### src/rtl/uart_frame_pkg.sv
// Shared types and helpers for the UART frame receiver.
package uart_frame_pkg;

  // Frame-level parser states.
  typedef enum logic [1:0] {
    StHunt,
    StGetLen,
    StPayload,
    StCsum
  } frame_state_e;

  // Byte-level receiver states.
  typedef enum logic [1:0] {
    RxIdle,
    RxStart,
    RxData,
    RxStop
  } rx_state_e;

  localparam logic [7:0] DefaultHeader = 8'hA5;

  // Inter-byte timeout in clock cycles.
  function automatic int unsigned calc_timeout(input int unsigned freq,
                                               input int unsigned baud,
                                               input int unsigned bits);
    return (freq / baud) * bits;
  endfunction

  // Clock cycles per 1/16 bit time; never below one cycle.
  function automatic int unsigned calc_os_div(input int unsigned freq,
                                              input int unsigned baud);
    int unsigned cpb;
    cpb = freq / baud;
    return (cpb >= 16) ? (cpb / 16) : 1;
  endfunction

endpackage

### src/rtl/uart_rx_byte.sv
// 16x oversampled 8N1 byte receiver. Bytes with a bad stop bit are dropped silently.
module uart_rx_byte
  import uart_frame_pkg::*;
#(
  parameter int unsigned FREQUENCY_IN = 100_000_000,
  parameter int unsigned BAUD_RATE    = 9600
) (
  input  logic       clk,
  input  logic       rst,
  input  logic       rx_in,
  output logic [7:0] byte_data,
  output logic       byte_valid
);

  localparam int unsigned OsDiv = calc_os_div(FREQUENCY_IN, BAUD_RATE);
  localparam int unsigned DivW  = (OsDiv > 1) ? $clog2(OsDiv) : 1;

  rx_state_e       state_q, state_d;
  logic [1:0]      sync_q;
  logic [DivW-1:0] div_q, div_d;
  logic [3:0]      os_q, os_d;
  logic [2:0]      bit_q, bit_d;
  logic [7:0]      shift_q, shift_d;
  logic            valid_q, valid_d;
  logic            rx_s;
  logic            tick;

  assign rx_s = sync_q[1];
  assign tick = (div_q == DivW'(OsDiv - 1));

  // Two-flop synchroniser for the asynchronous pin, idle high.
  always_ff @(posedge clk) begin
    if (rst) begin
      sync_q <= 2'b11;
    end else begin
      sync_q <= {sync_q[0], rx_in};
    end
  end

  // Receiver state registers.
  always_ff @(posedge clk) begin
    if (rst) begin
      state_q <= RxIdle;
      div_q   <= '0;
      os_q    <= '0;
      bit_q   <= '0;
      shift_q <= '0;
      valid_q <= 1'b0;
    end else begin
      state_q <= state_d;
      div_q   <= div_d;
      os_q    <= os_d;
      bit_q   <= bit_d;
      shift_q <= shift_d;
      valid_q <= valid_d;
    end
  end

  // Start detect, mid-bit sampling of data (LSB first) and stop bit check.
  always_comb begin
    state_d = state_q;
    div_d   = tick ? '0 : div_q + DivW'(1);
    os_d    = os_q;
    bit_d   = bit_q;
    shift_d = shift_q;
    valid_d = 1'b0;
    unique case (state_q)
      RxIdle: begin
        div_d = '0;
        os_d  = '0;
        if (!rx_s) state_d = RxStart;
      end
      RxStart: begin
        if (tick) begin
          if (os_q == 4'd7) begin
            // Half a bit in: confirm the start bit, else treat it as a glitch.
            os_d  = '0;
            bit_d = '0;
            state_d = rx_s ? RxIdle : RxData;
          end else begin
            os_d = os_q + 4'd1;
          end
        end
      end
      RxData: begin
        if (tick) begin
          if (os_q == 4'd15) begin
            os_d    = '0;
            shift_d = {rx_s, shift_q[7:1]};
            bit_d   = bit_q + 3'd1;
            if (bit_q == 3'd7) state_d = RxStop;
          end else begin
            os_d = os_q + 4'd1;
          end
        end
      end
      RxStop: begin
        if (tick) begin
          if (os_q == 4'd15) begin
            valid_d = rx_s;
            state_d = RxIdle;
          end else begin
            os_d = os_q + 4'd1;
          end
        end
      end
      default: state_d = RxIdle;
    endcase
  end

  assign byte_data  = shift_q;
  assign byte_valid = valid_q;

endmodule

### src/rtl/uart_frame_rx.sv
// UART frame receiver: HEADER, LEN, payload, optional checksum, presented on a valid/ready bus.
module uart_frame_rx
  import uart_frame_pkg::*;
#(
  parameter int unsigned FREQUENCY_IN = 100_000_000,
  parameter int unsigned BAUD_RATE    = 9600,
  parameter int unsigned MAX_LEN      = 16,
  parameter logic [7:0]  HEADER       = DefaultHeader,
  parameter int unsigned TIMEOUT_BITS = 15,
  parameter bit          CHECKSUM_EN  = 1'b1,
  parameter bit          MSB_FIRST    = 1'b0,
  localparam int unsigned LEN_W       = $clog2(MAX_LEN + 1)
) (
  input  logic                 clk,
  input  logic                 rst,
  input  logic                 rx_in,
  output logic [8*MAX_LEN-1:0] frame_data,
  output logic [LEN_W-1:0]     frame_len,
  output logic                 frame_valid,
  input  logic                 frame_ready,
  output logic                 err_timeout,
  output logic                 err_len,
  output logic                 err_csum,
  output logic                 err_overrun
);

  localparam int unsigned DataW      = 8 * MAX_LEN;
  localparam int unsigned SelW       = $clog2(DataW);
  localparam int unsigned TimeOutNum = calc_timeout(FREQUENCY_IN, BAUD_RATE, TIMEOUT_BITS);
  localparam int unsigned TW         = $clog2(TimeOutNum + 1);

  logic [7:0] byte_data;
  logic       byte_valid;

  uart_rx_byte #(
    .FREQUENCY_IN(FREQUENCY_IN),
    .BAUD_RATE   (BAUD_RATE)
  ) u_rx (
    .clk       (clk),
    .rst       (rst),
    .rx_in     (rx_in),
    .byte_data (byte_data),
    .byte_valid(byte_valid)
  );

  frame_state_e     state_q, state_d;
  logic [LEN_W-1:0] len_q, len_d;
  logic [LEN_W-1:0] idx_q, idx_d;
  logic [7:0]       sum_q, sum_d;
  logic [DataW-1:0] buf_q, buf_d;
  logic [TW-1:0]    tcnt_q, tcnt_d;
  logic [DataW-1:0] frame_data_q, frame_data_d;
  logic [LEN_W-1:0] frame_len_q, frame_len_d;
  logic             frame_valid_q, frame_valid_d;
  logic             err_timeout_q, err_timeout_d;
  logic             err_len_q, err_len_d;
  logic             err_csum_q, err_csum_d;
  logic             err_overrun_q, err_overrun_d;
  logic             commit;
  logic             expire;
  logic [SelW-1:0]  slot_base;

  // Bit offset of the payload slot for the current byte index.
  always_comb begin
    if (MSB_FIRST) begin
      slot_base = SelW'(8 * (MAX_LEN - 1 - 32'(idx_q)));
    end else begin
      slot_base = SelW'(8 * 32'(idx_q));
    end
  end

  // Timeout fires when the count of cycles since the last byte would reach TimeOutNum;
  // a byte arriving in that cycle takes priority.
  assign expire = (state_q != StHunt) && !byte_valid && (tcnt_q == TW'(TimeOutNum - 1));

  // Parser state, assembly buffer, checksum and timeout registers.
  always_ff @(posedge clk) begin
    if (rst) begin
      state_q <= StHunt;
      len_q   <= '0;
      idx_q   <= '0;
      sum_q   <= '0;
      buf_q   <= '0;
      tcnt_q  <= '0;
    end else begin
      state_q <= state_d;
      len_q   <= len_d;
      idx_q   <= idx_d;
      sum_q   <= sum_d;
      buf_q   <= buf_d;
      tcnt_q  <= tcnt_d;
    end
  end

  // Frame parser next state; raises commit when a complete, valid frame has been assembled.
  always_comb begin
    state_d       = state_q;
    len_d         = len_q;
    idx_d         = idx_q;
    sum_d         = sum_q;
    buf_d         = buf_q;
    commit        = 1'b0;
    err_len_d     = 1'b0;
    err_csum_d    = 1'b0;
    err_timeout_d = 1'b0;

    if (byte_valid) begin
      tcnt_d = TW'(1);
    end else if (state_q == StHunt) begin
      tcnt_d = '0;
    end else begin
      tcnt_d = tcnt_q + TW'(1);
    end

    unique case (state_q)
      StHunt: begin
        if (byte_valid && (byte_data == HEADER)) begin
          buf_d   = '0;
          sum_d   = '0;
          state_d = StGetLen;
        end
      end
      StGetLen: begin
        if (byte_valid) begin
          if ((byte_data != 8'd0) && (32'(byte_data) <= MAX_LEN)) begin
            len_d   = byte_data[LEN_W-1:0];
            idx_d   = '0;
            sum_d   = byte_data;
            state_d = StPayload;
          end else begin
            err_len_d = 1'b1;
            state_d   = StHunt;
          end
        end else if (expire) begin
          err_timeout_d = 1'b1;
          state_d       = StHunt;
        end
      end
      StPayload: begin
        if (byte_valid) begin
          buf_d[slot_base +: 8] = byte_data;
          sum_d = sum_q + byte_data;
          idx_d = idx_q + LEN_W'(1);
          if (idx_q == len_q - LEN_W'(1)) begin
            if (CHECKSUM_EN) begin
              state_d = StCsum;
            end else begin
              commit  = 1'b1;
              state_d = StHunt;
            end
          end
        end else if (expire) begin
          err_timeout_d = 1'b1;
          state_d       = StHunt;
        end
      end
      StCsum: begin
        if (byte_valid) begin
          if (byte_data == sum_q) begin
            commit = 1'b1;
          end else begin
            err_csum_d = 1'b1;
          end
          state_d = StHunt;
        end else if (expire) begin
          err_timeout_d = 1'b1;
          state_d       = StHunt;
        end
      end
      default: state_d = StHunt;
    endcase

    if (expire) tcnt_d = '0;
  end

  // Output holding register and error pulse registers.
  always_ff @(posedge clk) begin
    if (rst) begin
      frame_data_q  <= '0;
      frame_len_q   <= '0;
      frame_valid_q <= 1'b0;
      err_timeout_q <= 1'b0;
      err_len_q     <= 1'b0;
      err_csum_q    <= 1'b0;
      err_overrun_q <= 1'b0;
    end else begin
      frame_data_q  <= frame_data_d;
      frame_len_q   <= frame_len_d;
      frame_valid_q <= frame_valid_d;
      err_timeout_q <= err_timeout_d;
      err_len_q     <= err_len_d;
      err_csum_q    <= err_csum_d;
      err_overrun_q <= err_overrun_d;
    end
  end

  // Load a committed frame if the slot is free or being drained this cycle, else drop it.
  always_comb begin
    frame_data_d  = frame_data_q;
    frame_len_d   = frame_len_q;
    frame_valid_d = frame_valid_q;
    err_overrun_d = 1'b0;
    if (commit) begin
      if (!frame_valid_q || frame_ready) begin
        frame_data_d  = buf_d;
        frame_len_d   = len_q;
        frame_valid_d = 1'b1;
      end else begin
        err_overrun_d = 1'b1;
      end
    end else if (frame_valid_q && frame_ready) begin
      frame_valid_d = 1'b0;
    end
  end

  assign frame_data  = frame_data_q;
  assign frame_len   = frame_len_q;
  assign frame_valid = frame_valid_q;
  assign err_timeout = err_timeout_q;
  assign err_len     = err_len_q;
  assign err_csum    = err_csum_q;
  assign err_overrun = err_overrun_q;

endmodule

### config.mk
export PLATFORM = sky130hd
export DESIGN_NAME = uart_frame_rx
export DESIGN_NICKNAME = d
export VERILOG_FILES = /design/src/rtl/uart_frame_pkg.sv /design/src/rtl/uart_rx_byte.sv /design/src/rtl/uart_frame_rx.sv
export SDC_FILE = /design/constraint.sdc
export NUM_CORES = 1
export LEC_CHECK = 0
export ABC_CLOCK_PERIOD_IN_PS = 6700
export CORE_ASPECT_RATIO = 1.1
export CORE_MARGIN = 2
export CORE_UTILIZATION = 61
export DETAILED_ROUTE_END_ITERATION = 16
export PLACE_DENSITY_LB_ADDON = 0.15
export SLEW_MARGIN = 40
export SYNTH_ARGS = -nofsm -noshare
export SYNTH_HDL_FRONTEND = slang
export SYNTH_HIERARCHICAL = 1
export SYNTH_SLANG_ARGS = --single-unit
### constraint.sdc
create_clock -name clk -period 6.7 [get_ports clk]
set_input_delay 1.34 -clock clk [delete_from_list [all_inputs] [get_ports clk]]
set_output_delay 1.34 -clock clk [all_outputs]
set_load 0.02 [all_outputs]
==> flow_summary.toml, run 1 <==
[sta]
period_needed_ns = 3.366
hold_slack_ns = 0.4435
tns_ns = 0
rsz0062_at_grt = "false"
finalHoldViolCount = 0
max_slew.worst_pin.slew_ns = 0.8152
max_freq_mhz = 297.1
finalCritPeriodShare_pct = 50.24
final_max_slew_viol_count = 0
worst_slack_ns = 3.334
skew_ns = 0.01751
setup_viol = 0
maxSlewHeadroom_pct = 45.45

[finish]
layout_common_cells = "348 x nor2_1, 334 x dfxtp_1, 140 x clkdlybuf4s50_1"
nNetsFinal = 1600
design_area_sq_um = 16700
drive_gt1_share_pct = 10.07
area_delta_synth_final_pct = 19.24
post-route-util_pct = 73.54
fillers = 1676
mostFrequentLayoutCell = "nor2_1"
antenna_cells = 0

[global_route]
grt_use_met3_pct = 3.697
antenna_found_initial = 0
grt_overflow_total = 0
grt_max_degree = 146
grtUsageTotal_pct = 26.49
grt_pass1_vias = 10730
grtUsageMet1_pct = 34.94
grt_pass1_wl_um = 52760
grt-busiest-layer = "met2"
grtUsageMet2_pct = 45.20

[synthesis]
synth_area_leader_cell = "dfxtp_1"
synthArstFlopShare_pct = 0
ys_ff_latch = 334
synth_sequential_area_ratio_pct = 47.73
yosys.area.top_type_share_pct = 47.73
syn_nets = 1533
synth_area_sq_um = 14010
synth_edf_count = 0
ys_warn_count = 6
synth_top_flop_cell = "dfxtp_1"
yosys-top-cells-area = "dfxtp_1 48%, nor2_1 9.3%, a211oi_1 6.9%, mux2_2 4.6%, mux2i_1 3.8%"
ys_types = 75
synthCells = 1507
synth_area_per_cell_sq_um = 9.296

[cts]
cts-resized-gates = 0
cts.sinks = 334
hold_buffers = 0
cts_buffers = 34
clk_path_buf_depth = 3
tritoncts = "done"
insertion_delay_ns = 0.51
cts_setup_buffers = 0
cts.clk_slew.worst_paths_ns = 0.06
cts_max_level = 2
root_buffer = "clkbuf_16"

[power_and_ir_drop]
vdd_drop_max_mv = 0.2165
power_frac_seq_pct = 48.6
leakage_nw = 6.090
p_switching_uw = 855.1
internal_power_mw = 3.239
swShare_pct = 20.88
power.density_nw_per_um2 = 245.1
combPwrFrac_pct = 2.6
clkPwrFrac_pct = 48.8

[worst_setup_path]
cp_data_required_time_ns = 7.07
arrival_ns = 3.74
cp-start-kind = "flop"
r2r_start = "idx_q[0]"
cp-end-kind = "flop"
cp-startpoint = "idx_q[0]"
worstPathMaxFanout = 15
criticalPathCategory = "reg2reg"

[placement]
place_congestion = 0.8453
place_ws_ns = 3.064
port_buffers = 141
place_hpwl_um = 19540
placed_area_sq_um = 15490

[floorplan]
die_area_sq_um = 24200
coreArea_sq_um = 22710
num_rows = 58
start_util_pct = 61.68
io_pins = 142
die_w_um = 148.5
fp.dieH_um = 162.9

[drt]
viasPerCell = 5.930
firstDrtPassIters = 5
ant_nets = 0
drcViolationCount = 0
first_iter_violations = 738
dr_total_vias = 11260
wl_per_cell_um = 17.11
wl_um = 32500

[run]
maxCapViolations = 0

[outcome]
status = "completed"

[hold_path]
hold_class = "reg2reg"
hp-start = "u_rx/sync_q[0]"
## metrics by stage
step | instances | power, mW
6_report | 1899 | 4.094
5_1_grt | 1899 | 4.219
4_1_cts | 1899 | 4.123
3_5_place_dp | 1838 | 2.139
3_3_place_gp | 1835 | 2.135
2_1_floorplan | 1507 | 2.117
## metal layers
layer,routed length [um],part of all wire [%]
met5,0,0
met4,723,2.2
met3,1688,5.2
met2,15780,49
met1,14300,44
## sequential cells by signal, indices dropped and copies added, names as in the netlist, 5 cells and up, named ones only
register,flops
len_q,5
sum_q,8
u_rx/byte_data,8
tcnt_q,18
frame_data,128
u_rx/div_q,10
buf_q,128
idx_q,5
frame_len,5
## cell type report
cell class	instances	area (sq um)	share of cell area, %
multi-input cells	1031	6755	40.44
clock buffers	48	1027	6.149
inverters	13	48.80	0.2921
repair buffers	160	1634	9.782
well taps	300	375.4	2.247
flip-flops and latches	334	6686	40.03
clock inverters	13	177.7	1.064
## path summary, 6_finish.rpt
check                                      end  slack (ns)  cells past startpoint
worst max-delay path             frame_data[6]        3.33                      8
worst min register to register  u_rx/sync_q[1]        0.44                      1
worst max register to register   frame_data[6]        3.33                      8
worst min-delay path            u_rx/sync_q[1]        0.44                      1
## worst max-delay path, cell delays in order, from the launching register on
cell      delay [ns]
dfxtp_1         0.68
inv_1           0.27
ha_1            0.49
nor3b_1         0.48
nand3_1         0.56
mux2i_1         0.31
nor2_1          0.06
a21oi_1         0.25
a211oi_1        0.11
## logic make-up (layout without fill, tap and decap cells)
group	Yosys count	after routing	share of synthesized area, %
mux	115	115	8.770
simple gates	517	517	16.76
fa+ha+maj	23	23	2.090
compound gates	333	333	17.59
buf+inv	142	234	4.314
flops	334	334	47.73
xor+xnor	43	43	2.742
## synthesized netlist by cell type (2+ instances only)
library cell,instances
a22oi_2,7
nand3_1,24
o21bai_1,2
nand4_1,12
buf_2,30
a22o_1,2
nand2b_1,18
nor3_4,2
mux2i_1,53
nor3b_1,6
a211oi_1,128
o21a_1,4
buf_1,9
xnor2_1,14
nand2_1,37
xor2_1,28
nor3_1,19
ha_1,21
and4_1,2
a2111oi_0,2
nor4b_1,3
nand3b_1,4
inv_1,13
nor2b_1,5
mux2_1,5
a21o_1,11
a31o_1,3
a32oi_1,34
and3_1,8
and2_1,9
mux2_2,57
a22oi_1,58
clkbuf_1,85
o211ai_1,2
o21ai_0,6
or2_2,3
a21oi_1,54
o21ai_1,2
dfxtp_1,334
buf_6,4
nor2_1,348
nor4_1,6
## power by group through the flow
| stage | registers [mW] | logic, mW | clock network, mW |
|---|---|---|---|
| 6_report | 1.99 | 0.105 | 2.00 |
| 3_3_place_gp | 2.03 | 0.100 | 0 |
| 3_5_place_dp | 2.04 | 0.103 | 0 |
| 5_1_grt | 1.99 | 0.114 | 2.12 |
| 4_1_cts | 1.99 | 0.104 | 2.03 |
| 2_1_floorplan | 2.03 | 0.0830 | 0 |
Note: power is estimated with default switching activity, not from simulation.
==> run 2: changes to the inputs <==
- ABC_CLOCK_PERIOD_IN_PS: 6700 -> 2880
- CORE_UTILIZATION: 61 -> 51
- clock period: 6.7 -> 2.88 ns (I/O delays scaled with it)
==> run 2 against run 1 <==
Against the previous run:
- cell count grew 4.2%
- via count shrank 0.77%
- design area grew 1.4%
- sequential power grew 130%
- worst hold slack lost 0.035 ns
- combinational power grew 140%
- sequential cell count is the same
- critical path depth grew 1
- clock power grew 140%
- core utilization shrank 11 points
- largest cell class unchanged
==> flow_summary.toml, run 2 (synthesis results as in run 1) <==
[drt]
first_iter_violations = 720
ant_nets = 0
met3_length_um = 1612
firstDrtPassIters = 5
viasPerCell = 5.650
drcViolationCount = 0
dr_total_vias = 11180
routed-wl-met2_um = 16350
wl_met1_um = 15230
wl_per_cell_um = 17.16
top_layer = "met4"
wl_um = 33950

[cts]
root_buffer = "clkbuf_16"
insertion_delay_ns = 0.51
cts-resized-gates = 0
tritoncts = "done"
clk_path_buf_depth = 3
cts.sinks = 334
cts.clk_slew.worst_paths_ns = 0.06
hold_buffers = 0
cts_setup_buffers = 0
cts_buffers = 35
cts_max_level = 2

[placement]
port_buffers = 141
place_congestion = 0.8369
place_hpwl_um = 21130

[global_route]
antenna_found_initial = 0
grt_pass1_vias = 10570
grtUsageTotal_pct = 23.50
grt_overflow_total = 0
grt_pass1_wl_um = 55350
grt_max_degree = 119

[floorplan]
die_area_sq_um = 28810
die_w_um = 162.0
num_rows = 63
coreArea_sq_um = 26960
io_pins = 142
fp.dieH_um = 177.8
start_util_pct = 51.97

[finish]
nNetsFinal = 1623
fillers = 2276
drive_gt1_share_pct = 11.17
antenna_cells = 0
mostFrequentLayoutCell = "nor2_1"
area_delta_synth_final_pct = 20.90
layout_common_cells = "348 x nor2_1, 334 x dfxtp_1, 140 x clkdlybuf4s50_1"

[sta]
maxSlewHeadroom_pct = 50.67
skew_ns = 0.01016
setup_viol = 0
finalHoldViolCount = 0
rsz0062_at_grt = "false"
period_needed_ns = 2.586
tns_ns = 0
max_slew.worst_pin.slew_ns = 0.7399
final_max_slew_viol_count = 0
finalCritPeriodShare_pct = 89.79
max_freq_mhz = 386.7

[run]
maxCapViolations = 0

[worst_setup_path]
criticalPathCategory = "reg2reg"
cp-end-kind = "flop"
cpPeakStageDelay_ns = 0.36
path_cells = "ha_1, nor4_1, and3_1, nand3_1, nor2b_4, buf_12, buf_4, nor2_1, a211oi_1"
crit_buf_inv = 2
cp_top_family = "simple AND/OR/NAND/NOR gates"
worstPathMaxFanout = 58
arrival_ns = 3.00
cp_data_required_time_ns = 3.30
crit_slowest_cell = "ha_1"
cp-start-kind = "flop"

[power_and_ir_drop]
combPwrFrac_pct = 2.6
p_switching_mw = 2.029
power_frac_seq_pct = 47.8
vdd_drop_max_mv = 0.4142
leakage_nw = 6.199
internal_power_mw = 7.654
power_mw = 9.683
clkPwrFrac_pct = 49.5
power.density_nw_per_um2 = 571.7
swShare_pct = 20.95

[outcome]
status = "completed"

[hold_path]
hold_class = "reg2reg"
## run 2: cell types whose count changed in the layout (fill, tap and decap cells not counted), moves of 2 or more
cell,change
buf_16,-2
buf_4,+24
clkinv_2,-2
buf_12,+2
## run 2: final cells by class
type | count | area [sq um] | share of cell area [%]
Inverter | 13 | 48.80 | 0.2881
Tap cell | 357 | 446.7 | 2.637
Timing Repair Buffer | 182 | 1774 | 10.47
Multi-Input combinational cell | 1031 | 6750 | 39.85
Clock inverter | 11 | 186.4 | 1.101
Clock buffer | 50 | 1045 | 6.168
Sequential cell | 334 | 6686 | 39.48
## run 2: power by group through the flow
stage | Combinational, mW | Clock, mW | Sequential, mW
after floorplan | 0.193 | 0 | 4.73
after global placement | 0.254 | 0 | 4.73
after detailed placement | 0.253 | 0 | 4.73
after CTS | 0.253 | 4.88 | 4.63
after global routing | 0.276 | 5.08 | 4.63
final | 0.254 | 4.80 | 4.63
## run 2: metrics by stage
step                      instance area, sq um  hold WS [ns]  utilization [%]  std cells  worst slack (ns)
after global placement                   15710        0.3946            58.26       1917            0.3536
after CTS                                16940        0.4117            62.83       1978            0.2859
after floorplan                          14010        0.3895                -       1507            0.5235
final                                    16940        0.4088            62.83       1978            0.2941
after global routing                     16940        0.4155            62.83       1978           0.08750
after detailed placement                 15710        0.3975            58.26       1917            0.2815
## run 2: per-layer routing
metal  track usage (%)  up-vias
met5                 0        -
met4             6.379        0
met3             3.646       63
met2             40.35      267
met1             30.80     5278
li1                  -     5567
## run 2: final timing paths
path,start,end,slack (ns),cells past startpoint
max,u_rx/byte_data[6],frame_data[64],0.29,9
min,u_rx/sync_q[0],u_rx/sync_q[1],0.41,1
max reg2reg,u_rx/byte_data[6],frame_data[64],0.29,9
min reg2reg,u_rx/sync_q[0],u_rx/sync_q[1],0.41,1
## run 2: worst reg2reg max path, cell delays in order (launching register included)
cell      delay (ns)
dfxtp_1         0.31
ha_1            0.36
nor4_1          0.27
and3_1          0.23
nand3_1         0.19
nor2b_4         0.22
buf_12          0.28
buf_4           0.32
nor2_1          0.07
a211oi_1        0.23
==> run 3: changes to the inputs <==
- PLACE_DENSITY: default -> 0.76
- PLACE_DENSITY_LB_ADDON: 0.15 -> default
==> run 3 against run 2 <==
Against the previous run:
- design area down 0.99%
- sequential cell count unchanged
- register-to-register slack worse by 0.08 ns
- core utilization down 0.62 points
- first-iteration DRC count up 4.3%
- fmax down 2.8%
- critical path depth down 1
- global-route usage down 0.37 points
- critical endpoint is now frame_data[33]
==> flow_summary.toml, run 3 (synthesis results as in run 1) <==
[outcome]
status = "completed"

[global_route]
antenna_found_initial = 0
grt_overflow_total = 0
grt_pass1_wl_um = 54660
grt_pass1_vias = 10800
grtUsageTotal_pct = 23.13
grt_max_degree = 139

[cts]
cts_setup_buffers = 0
cts-resized-gates = 0
insertion_delay_ns = 0.51
cts.sinks = 334
cts_buffers = 35
cts_max_level = 2
hold_buffers = 0
cts.clk_slew.worst_paths_ns = 0.06
clk_path_buf_depth = 3
tritoncts = "done"
root_buffer = "clkbuf_16"

[power_and_ir_drop]
vdd_drop_max_mv = 0.4110
power.density_nw_per_um2 = 562.0
leakage_nw = 6.104
power_mw = 9.424

[floorplan]
die_area_sq_um = 28810
fp.dieH_um = 177.8
num_rows = 63
die_w_um = 162.0
start_util_pct = 51.97
coreArea_sq_um = 26960
io_pins = 142

[finish]
antenna_cells = 0
drive_gt1_share_pct = 10.21
layout_common_cells = "348 x nor2_1, 334 x dfxtp_1, 140 x clkdlybuf4s50_1"
fillers = 2268
mostFrequentLayoutCell = "nor2_1"
nNetsFinal = 1613
area_delta_synth_final_pct = 19.70

[sta]
final_max_slew_viol_count = 0
max_slew.worst_pin.slew_ns = 0.7767
rsz0062_at_grt = "false"
setup_viol = 0
hold_slack_ns = 0.4415
finalCritPeriodShare_pct = 92.39
max_freq_mhz = 375.8
skew_ns = 0.01434
maxSlewHeadroom_pct = 48.22
tns_ns = 0
finalHoldViolCount = 0
period_needed_ns = 2.661

[hold_path]
hold_class = "reg2reg"
min_delay_path_depth = 1
holdPathEnd = "u_rx/sync_q[1]"
hp-start = "u_rx/sync_q[0]"

[placement]
place_hpwl_um = 20860
place_congestion = 0.8352
port_buffers = 141

[drt]
viasPerCell = 5.799
wl_per_cell_um = 17.40
ant_nets = 0
firstDrtPassIters = 5
dr_total_vias = 11390
wl_um = 34170
drcViolationCount = 0
first_iter_violations = 751

[worst_setup_path]
arrival_ns = 3.01
path_cells = "inv_1, ha_1, nor2b_1, a22oi_1, nand2b_1, mux2_2, a22oi_1, a211oi_1"
worstPathMaxFanout = 9
r2r_start = "idx_q[0]"
cp_data_required_time_ns = 3.23
criticalPathCategory = "reg2reg"
cp-start-kind = "flop"
crit_slowest_cell = "nand2b_1"
r2r_cells = 8
cpPeakStageDelay_ns = 0.47
cp-end-kind = "flop"
cp_common_cell = "a22oi_1"
reg2reg_to = "frame_data[33]"
r2r_slack_ns = 0.22

[run]
maxCapViolations = 0
-- run 3: cell count changes in the layout (fill, tap and decap cells not counted), sizes merged --
| cell | change |
|---|---|
| clkbuf | -2 |
| buf | -10 |
| clkinvlp | -1 |
| clkinv | -1 |
-- run 3: worst max path at each step --
stage,start,to,slack [ns]
floorplan,idx_q[0],frame_data[32],0.52
global placement,u_rx/byte_data[6],frame_data[62],0.35
detailed placement,idx_q[0],frame_data[37],0.32
global route,idx_q[0],frame_data[29],0.03
finish,idx_q[0],frame_data[33],0.22
CTS,idx_q[0],frame_data[33],0.26
-- run 3: final cells by class --
type,count,area [sq um],share of cell area [%]
clock inverters,9,173.9,1.037
well taps,357,446.7,2.664
flip-flops and latches,334,6686,39.87
multi-input cells,1031,6750,40.25
repair buffers,172,1699,10.13
clock buffers,48,964.7,5.752
inverters,13,48.80,0.2910
-- run 3: worst max-delay path, delay by kind of cell (launching register included) --
kind / cells / cell delay [ns]
flops: 1 / 0.32
simple gates: 2 / 0.67
mux: 1 / 0.39
buf+inv: 1 / 0.06
fa+ha+maj: 1 / 0.31
compound gates: 3 / 0.75
-- run 3: where the power goes --
group / switching (mW) / internal, mW / total (mW)
logic: 0.193 / 0.0561 / 0.249
registers: 0.00700 / 4.63 / 4.63
clock network: 1.76 / 2.78 / 4.54
total: 1.96 / 7.46 / 9.42
-- run 3: stage by stage --
stage	util, %	instances	area [sq um]	setup slack [ns]
2_1_floorplan	-	1507	14010	0.5235
3_3_place_gp	57.98	1907	15630	0.3455
3_5_place_dp	57.98	1907	15630	0.3172
4_1_cts	62.21	1964	16770	0.2611
5_1_grt	62.21	1964	16770	0.03208
6_report	62.21	1964	16770	0.2191
-- run 3: per-layer routing --
layer / global-route usage (%) / vias up / wire, um
met3: 3.412 / 54 / 1634
met1: 30.55 / 5505 / 15150
li1: - / 5524 / -
met2: 39.50 / 306 / 16660
met5: 0 / - / 0
met4: 6.416 / 0 / 734
